--- src/rtl/uart_pkg.sv ---
// Shared UART definitions: parity modes, the TX/RX FSM state encoding and a
// helper giving the number of bit periods one character occupies on the line.
package uart_pkg;

   localparam int unsigned PARITY_NONE = 0;
   localparam int unsigned PARITY_EVEN = 1;
   localparam int unsigned PARITY_ODD  = 2;

   typedef enum logic [2:0] {
      S_IDLE   = 3'd0,
      S_START  = 3'd1,
      S_DATA   = 3'd2,
      S_PARITY = 3'd3,
      S_STOP   = 3'd4,
      S_GAP    = 3'd5,
      S_DONE   = 3'd6
   } uart_state_e;

   function automatic int unsigned uart_bits_per_char(
      input int unsigned start_en,
      input int unsigned byte_size,
      input int unsigned parity_mode,
      input int unsigned stop_bits
   );
      return start_en + byte_size + ((parity_mode != PARITY_NONE) ? 1 : 0) + stop_bits;
   endfunction

endpackage

--- src/rtl/uart_baud_gen.sv ---
// Bit-period counter: o_bit_tick_c is high in the last cycle of every
// CLKS_PER_BIT-cycle period; i_clear restarts the period.
module uart_baud_gen #(
   parameter int unsigned CLKS_PER_BIT = 4
) (
   input  logic i_clk,
   input  logic i_rst,
   input  logic i_clear,
   output logic o_bit_tick_c
);

   // One bit is kept for CLKS_PER_BIT=1 so the counter stays a real signal.
   localparam int unsigned CNT_W = (CLKS_PER_BIT > 1) ? $clog2(CLKS_PER_BIT) : 1;

   logic [CNT_W-1:0] r_cnt;

   assign o_bit_tick_c = (r_cnt == CNT_W'(CLKS_PER_BIT - 1));

   always_ff @(posedge i_clk) begin
      if (i_rst || i_clear) begin
         r_cnt <= '0;
      end else if (o_bit_tick_c) begin
         r_cnt <= '0;
      end else begin
         r_cnt <= r_cnt + CNT_W'(1);
      end
   end

endmodule

--- src/rtl/uart_frame_tx.sv ---
// Multi-byte UART transmitter: serialises len bytes of full_data, byte 0
// first, each framed as start / data LSB-first / parity / stop / inter-byte gap.
module uart_frame_tx
   import uart_pkg::*;
#(
   parameter int unsigned FULL_DATA_SIZE = 40,
   parameter int unsigned BYTE_SIZE      = 8,
   parameter int unsigned CLKS_PER_BIT   = 4,
   parameter int unsigned START_EN       = 1,
   parameter int unsigned STOP_BITS      = 1,
   parameter int unsigned PARITY_MODE    = 0,
   parameter int unsigned GAP_BITS       = 0,
   localparam int unsigned MAX_BYTES     = FULL_DATA_SIZE / BYTE_SIZE,
   localparam int unsigned LEN_W         = $clog2(MAX_BYTES + 1)
) (
   input  logic                      CLK,
   input  logic                      RST,
   input  logic [FULL_DATA_SIZE-1:0] full_data,
   input  logic [LEN_W-1:0]          len,
   input  logic                      in_valid,
   output logic                      in_ready,
   output logic                      out_bit,
   output logic                      busy,
   output logic                      done
);

   localparam int unsigned BIT_W   = $clog2(BYTE_SIZE);
   localparam int unsigned PER_MAX = (STOP_BITS > GAP_BITS) ? STOP_BITS : GAP_BITS;
   localparam int unsigned PER_W   = (PER_MAX > 1) ? $clog2(PER_MAX) : 1;
   localparam logic        ODD_INV = 1'(PARITY_MODE == PARITY_ODD);

   uart_state_e               r_state;
   uart_state_e               w_nxt_state;
   logic                      r_out_bit;
   logic                      r_in_ready;
   logic                      r_busy;
   logic                      r_done;
   logic [BYTE_SIZE-1:0]      r_data;
   logic [FULL_DATA_SIZE-1:0] r_frame;
   logic                      r_par;
   logic [LEN_W-1:0]          r_len;
   logic [LEN_W-1:0]          r_byte_idx;
   logic [BIT_W-1:0]          r_bit_idx;
   logic [PER_W-1:0]          r_per_cnt;

   logic             w_tick;
   logic             w_baud_clr;
   logic             w_nxt_bit;
   logic             w_load;
   logic             w_last;
   logic             w_acc_par;
   logic             w_ld_par;
   logic [LEN_W-1:0] w_len_clamped;
   logic             w_from_data;
   logic             w_from_par;
   logic             w_from_stop;
   logic             w_from_gap;

   assign in_ready = r_in_ready;
   assign out_bit  = r_out_bit;
   assign busy     = r_busy;
   assign done     = r_done;

   assign w_baud_clr    = (r_state == S_IDLE) || (r_state == S_DONE);
   assign w_len_clamped = (len > LEN_W'(MAX_BYTES)) ? LEN_W'(MAX_BYTES) : len;
   assign w_last        = (r_byte_idx == (r_len - LEN_W'(1)));
   assign w_acc_par     = (^full_data[BYTE_SIZE-1:0]) ^ ODD_INV;
   assign w_ld_par      = (^r_frame[BYTE_SIZE-1:0]) ^ ODD_INV;

   uart_baud_gen #(
      .CLKS_PER_BIT (CLKS_PER_BIT)
   ) u_baud (
      .i_clk        (CLK),
      .i_rst        (RST),
      .i_clear      (w_baud_clr),
      .o_bit_tick_c (w_tick)
   );

   // Where the line goes when the current bit period ends; disabled stages fall through.
   always_comb begin
      w_nxt_state = r_state;
      w_nxt_bit   = r_out_bit;
      w_load      = 1'b0;
      w_from_data = 1'b0;
      w_from_par  = 1'b0;
      w_from_stop = 1'b0;
      w_from_gap  = 1'b0;
      case (r_state)
         S_START: begin
            w_nxt_state = S_DATA;
            w_nxt_bit   = r_data[0];
         end
         S_DATA: begin
            if (r_bit_idx != BIT_W'(BYTE_SIZE - 1)) w_nxt_bit = r_data[1];
            else                                    w_from_data = 1'b1;
         end
         S_PARITY: w_from_par = 1'b1;
         S_STOP: begin
            if (r_per_cnt != PER_W'(STOP_BITS - 1)) w_nxt_bit = 1'b1;
            else                                    w_from_stop = 1'b1;
         end
         S_GAP: begin
            if (r_per_cnt != PER_W'(GAP_BITS - 1)) w_nxt_bit = 1'b1;
            else                                   w_from_gap = 1'b1;
         end
         default: ;
      endcase

      if (w_from_data) begin
         if (PARITY_MODE != PARITY_NONE) begin
            w_nxt_state = S_PARITY;
            w_nxt_bit   = r_par;
         end else begin
            w_from_par = 1'b1;
         end
      end
      if (w_from_par) begin
         if (STOP_BITS != 0) begin
            w_nxt_state = S_STOP;
            w_nxt_bit   = 1'b1;
         end else begin
            w_from_stop = 1'b1;
         end
      end
      if (w_from_stop) begin
         if (w_last) begin
            w_nxt_state = S_DONE;
            w_nxt_bit   = 1'b1;
         end else if (GAP_BITS != 0) begin
            w_nxt_state = S_GAP;
            w_nxt_bit   = 1'b1;
         end else begin
            w_from_gap = 1'b1;
         end
      end
      if (w_from_gap) begin
         w_load      = 1'b1;
         w_nxt_state = (START_EN != 0) ? S_START : S_DATA;
         w_nxt_bit   = (START_EN != 0) ? 1'b0 : r_frame[0];
      end
   end

   always_ff @(posedge CLK) begin
      if (RST) begin
         r_state    <= S_IDLE;
         r_out_bit  <= 1'b1;
         r_in_ready <= 1'b1;
         r_busy     <= 1'b0;
         r_done     <= 1'b0;
         r_data     <= '0;
         r_frame    <= '0;
         r_par      <= 1'b0;
         r_len      <= '0;
         r_byte_idx <= '0;
         r_bit_idx  <= '0;
         r_per_cnt  <= '0;
      end else begin
         r_done <= 1'b0;
         case (r_state)
            S_IDLE, S_DONE: begin
               r_state <= S_IDLE;
               if (in_valid) begin
                  r_len      <= w_len_clamped;
                  r_byte_idx <= '0;
                  r_bit_idx  <= '0;
                  r_per_cnt  <= '0;
                  r_data     <= full_data[BYTE_SIZE-1:0];
                  r_frame    <= full_data >> BYTE_SIZE;
                  r_par      <= w_acc_par;
                  if (w_len_clamped == '0) begin
                     r_state <= S_DONE;
                     r_done  <= 1'b1;
                  end else begin
                     r_state    <= (START_EN != 0) ? S_START : S_DATA;
                     r_out_bit  <= (START_EN != 0) ? 1'b0 : full_data[0];
                     r_busy     <= 1'b1;
                     r_in_ready <= 1'b0;
                  end
               end
            end
            default: begin
               if (w_tick) begin
                  r_state   <= w_nxt_state;
                  r_out_bit <= w_nxt_bit;
                  if ((r_state == S_DATA) && (w_nxt_state == S_DATA)) begin
                     r_bit_idx <= r_bit_idx + BIT_W'(1);
                     r_data    <= r_data >> 1;
                  end
                  if (((r_state == S_STOP) || (r_state == S_GAP)) && (w_nxt_state == r_state))
                     r_per_cnt <= r_per_cnt + PER_W'(1);
                  else
                     r_per_cnt <= '0;
                  // Next byte load overrides the data shift when bytes are contiguous.
                  if (w_load) begin
                     r_data     <= r_frame[BYTE_SIZE-1:0];
                     r_frame    <= r_frame >> BYTE_SIZE;
                     r_par      <= w_ld_par;
                     r_byte_idx <= r_byte_idx + LEN_W'(1);
                     r_bit_idx  <= '0;
                  end
                  if (w_nxt_state == S_DONE) begin
                     r_done     <= 1'b1;
                     r_busy     <= 1'b0;
                     r_in_ready <= 1'b1;
                  end
               end
            end
         endcase
      end
   end

endmodule

--- config.mk ---
export PLATFORM = sky130hd
export DESIGN_NAME = uart_frame_tx
export DESIGN_NICKNAME = d
export VERILOG_FILES = /design/src/rtl/uart_pkg.sv /design/src/rtl/uart_baud_gen.sv /design/src/rtl/uart_frame_tx.sv
export SDC_FILE = /design/constraint.sdc
export NUM_CORES = 1
export LEC_CHECK = 0
export BUFFER_PORTS_ARGS = -buffer_cell sky130_fd_sc_hd__buf_2
export CELL_PAD_IN_SITES_DETAIL_PLACEMENT = 0
export CELL_PAD_IN_SITES_GLOBAL_PLACEMENT = 1
export CORE_ASPECT_RATIO = 0.7
export CORE_MARGIN = 1
export CORE_UTILIZATION = 41
export CTS_CLUSTER_DIAMETER = 80
export DETAILED_ROUTE_END_ITERATION = 10
export GPL_TIMING_DRIVEN = 0
export HOLD_SLACK_MARGIN = 0.1
export MAX_ROUTING_LAYER = met4
export PLACE_DENSITY_LB_ADDON = 0.1
export SETUP_SLACK_MARGIN = 0.2
export SLEW_MARGIN = 20
export SYNTH_ARGS = -nofsm -noshare
export SYNTH_HDL_FRONTEND = slang
export SYNTH_HIERARCHICAL = 1
export SYNTH_SLANG_ARGS = --single-unit
--- constraint.sdc ---
create_clock -name CLK -period 2.66 [get_ports CLK]
set_input_delay 0 -clock CLK [delete_from_list [all_inputs] [get_ports CLK]]
set_output_delay 0 -clock CLK [all_outputs]
set_load 0.1 [all_outputs]
==> summary.md <==
| Metric | Value |
|---|---|
| Status | completed |
| Cells on worst reg2reg path | 8 |
| Yosys cell types | 48 |
| WP data arrival | 2.40 ns |
| Top-count cell post-synth | nand2_1 |
| Register area | approximately 1200 µm² |
| Root buffer cell | clkbuf_8 |
| Tcrit/Tclk final | between 80% and 90% |
| First-pass GRT wire length | between 10000 and 15000 µm |
| Prevailing post-synth register cell | dfxtp_1 |
| Multiplexer share of the synthesized area | 0.3836% |
| CTS tree | done |
| Max Fanout on Critical Path | 10 |
| FP Rows | 25 |
| Post-synth top cells | nand2_1 (72), dfxtp_1 (59), nor2_1 (38) |
| Critical Path Start Type | flop |
| Peak supply drop | 0.4101 mV |
| Fin crit period | 2.207 ns |
| RSZ-0062 raised after global routing | false |
| Reg2reg setup slack | 0.45 ns |
| Finished Layout Cells | 550 |
| Worst r2r src | r_len[0] |
| Worst Hold End | r_data[5] |
| PwrDens | 1193 nW/µm² |
| Nets@finish | around 500 |
| Initial antenna violation count | 0 |
| Syn_nets | 401 |
| Post-route cell area | 3925 µm² |
| Simple-Gate Fraction of Synth Area | 23.74% |
| Critical Path End Type | flop |
| Initial Util | 42.85% |
| Setup_tns | 0 ns |
| Synth area leader | dfxtp_1 |
| Filler instances | about 680 |
| Worst Hold Depth | 3 |
| Layout cells sized above 1 | 20.39% |
| GRT Overall Usage | 24.62% |
| Top post-synthesis cells by area | dfxtp_1 (40%), nand2_1 (9.2%), a311oi_1 (7.2%) |
| Die Y | about 73 µm |
| WHS | 0.1158 ns |
| DR vias | 2956 |
| Die W | 103.1 µm |
| Number of global-route vias before repair | 2794 |
| Mapped Area | between 2000 and 3000 µm² |
| Hold Path Class | in -> reg |
| Endpoints failing hold | 0 |
| Hpwl dp | 5705 µm |
| Footprint of the multi-input gates | 1594 µm² |
| DRC Markers | 0 |
| Total number of H-tree levels | 3 |
| Post-CTS setup-driven buffer insertion count | 0 |
| Routed wire length | between 8000 and 9000 µm |
| # Max-Cap Violations | 0 |
| Largest net degree at the start of global routing | 12 |
| # setup viols final | 0 |
| Total grt overflow | 0 |
| Critical path class | reg -> reg |
| Syn_area_per_cell | about 8.4 µm² |
| EDFF count, synth | 0 |
| Final ANT Viol Nets | 0 |
| Clk pin slew, worst setup/hold paths | 0.07 ns |
| Post-DP Area | 3298 µm² |
| Placed insts | between 400 and 500 |
| DR top layer | met4 |
| Met3 WL | 347 µm |
| Xor and xnor area share after synthesis | 2.600% |
| Routed vias/inst | 5.375 |
| Max-slew violation count | 0 |
| Core ar. | around 7000 µm² |
| DRT iter0 DRCs | 134 |
| Post-synth top area share | 40.24% |
| Worst hold path startpoint | full_data[5] |
| Critical Path RT | 2.85 ns |
| Max Clk Rate | 453.2 MHz |
| Num CTS Buffers | 9 |
| Worst-Margin Slew | 0.6341 ns |
| Seq/Total Area, Yosys | 40.24% |
| Antenna cell count | 0 |
| Clk sink count | 59 |
| P_leak | 1.533 nW |
| Routed wl met2 | 3701 µm |
| Worst skew pair latency | 0.34 ns |
| Area grow syn2layout | 33.72% |
| Adder-cell share of the synthesized area | 2.131% |
| Num ports | 50 |
| R2R Path End | r_frame[15] |
| Yosys reg bits | 59 |
| Slew margin rel. | 57.73% |
| Die area | 7507 µm² |
| Drt first pass iters | 5 |
| DR WL/cell | 15.13 µm |
| Synth Warn # | 6 |
| Mapped Cells | 350 |
| Clock Skews | 0.01096 ns |
| Metal-1 WL | 4244 µm |
| Asr flop ratio synth | 0% |
| Port-buffer cells | 49 |
| Largest family of logic cells by synthesized area | compound AO/OA/AOI/OAI gates |
| GPL Wtd Cong | approximately 0.80 |
| Compound-gate portion of the synthesized area | 25.45% |
| Final Core Density | ~57% |
| Clk buf depth | 2 |
## repair_timing
| action | 4_1_cts | 5_1_grt |
|---|---|---|
| resized for setup | 0 | 0 |
| endpoints found under the hold margin | 45 | 0 |
| hold buffers | 41 | 0 |
## layout by cell type (no fill, tap or decap), types with 5 or more instances in the layout
master,n
buf_2,60
clkbuf_1,21
o21ai_0,5
ha_1,5
nand2_1,72
clkbuf_8,9
a32oi_1,8
a311oi_2,7
o211ai_1,10
nor2_1,38
inv_1,5
a21oi_1,17
a311oi_1,24
dfxtp_1,59
dlygate4sd3_1,41
nor3_1,11
## layout make-up
| type | count | share of cell area (%) |
|---|---|---|
| Timing Repair Buffer | 90 | 16.70 |
| Tap cell | 94 | 2.997 |
| Inverter | 5 | 0.4782 |
| Clock inverter | 6 | 2.263 |
| Multi-Input combinational cell | 254 | 40.61 |
| Buffer | 32 | 3.602 |
| Sequential cell | 59 | 30.09 |
| Clock buffer | 10 | 3.252 |
## how the worst max path moves through the flow
stage | start | depth (start not counted) | endpoint | slack [ns]
finish | r_len[0] | 8 | r_frame[15] | 0.45
CTS | r_len[0] | 8 | r_frame[15] | 0.47
detailed placement | r_len[0] | 8 | r_frame[15] | 0.48
global placement | r_len[0] | 8 | r_frame[16] | 0.50
floorplan | r_len[0] | 8 | r_bit_idx[2] | 0.68
global route | r_len[0] | 8 | r_frame[15] | 0.30
## where the power goes
part	switching (mW)	internal (mW)
Sequential	0.168	1.18
Combinational	1.58	0.848
Clock	0.379	0.529
## cells by family after synthesis
family,count (synthesis)
xor+xnor,7
fa+ha+maj,5
simple gates,149
flops,59
mux,1
buf+inv,37
compound gates,92
## sequential cells by signal, summed over array words and instances (netlist names), 2 cells and up
name / flops
r_frame: 32
r_data: 8
r_bit_idx: 3
r_byte_idx: 3
r_len: 3
r_state: 3
u_baud/r_cnt: 2
## worst max-delay path, stage by stage, from the launching register on
cell and delay, ns:
dfxtp_1 0.35, inv_1 0.06, ha_1 0.30, xor2_1 0.17, and4b_1 0.24, o21ai_2 0.27, buf_2 0.29, buf_2 0.27
a311oi_1 0.12
## stage by stage
step	total power [mW]	setup slack [ns]
finish	4.683	0.4534
global route	5.050	0.3018
CTS	4.699	0.4651
detailed placement	3.733	0.4820
global placement	3.709	0.4983
floorplan	3.138	0.6805
## metal layers
layer / GRT usage, % / vias up
met1: 33.63 / 1407
met4: 6.416 / 0
met5: - / -
met2: 36.30 / 66
met3: 6.130 / 4
li1: - / 1479
Note: power is estimated with default switching activity, not from simulation.
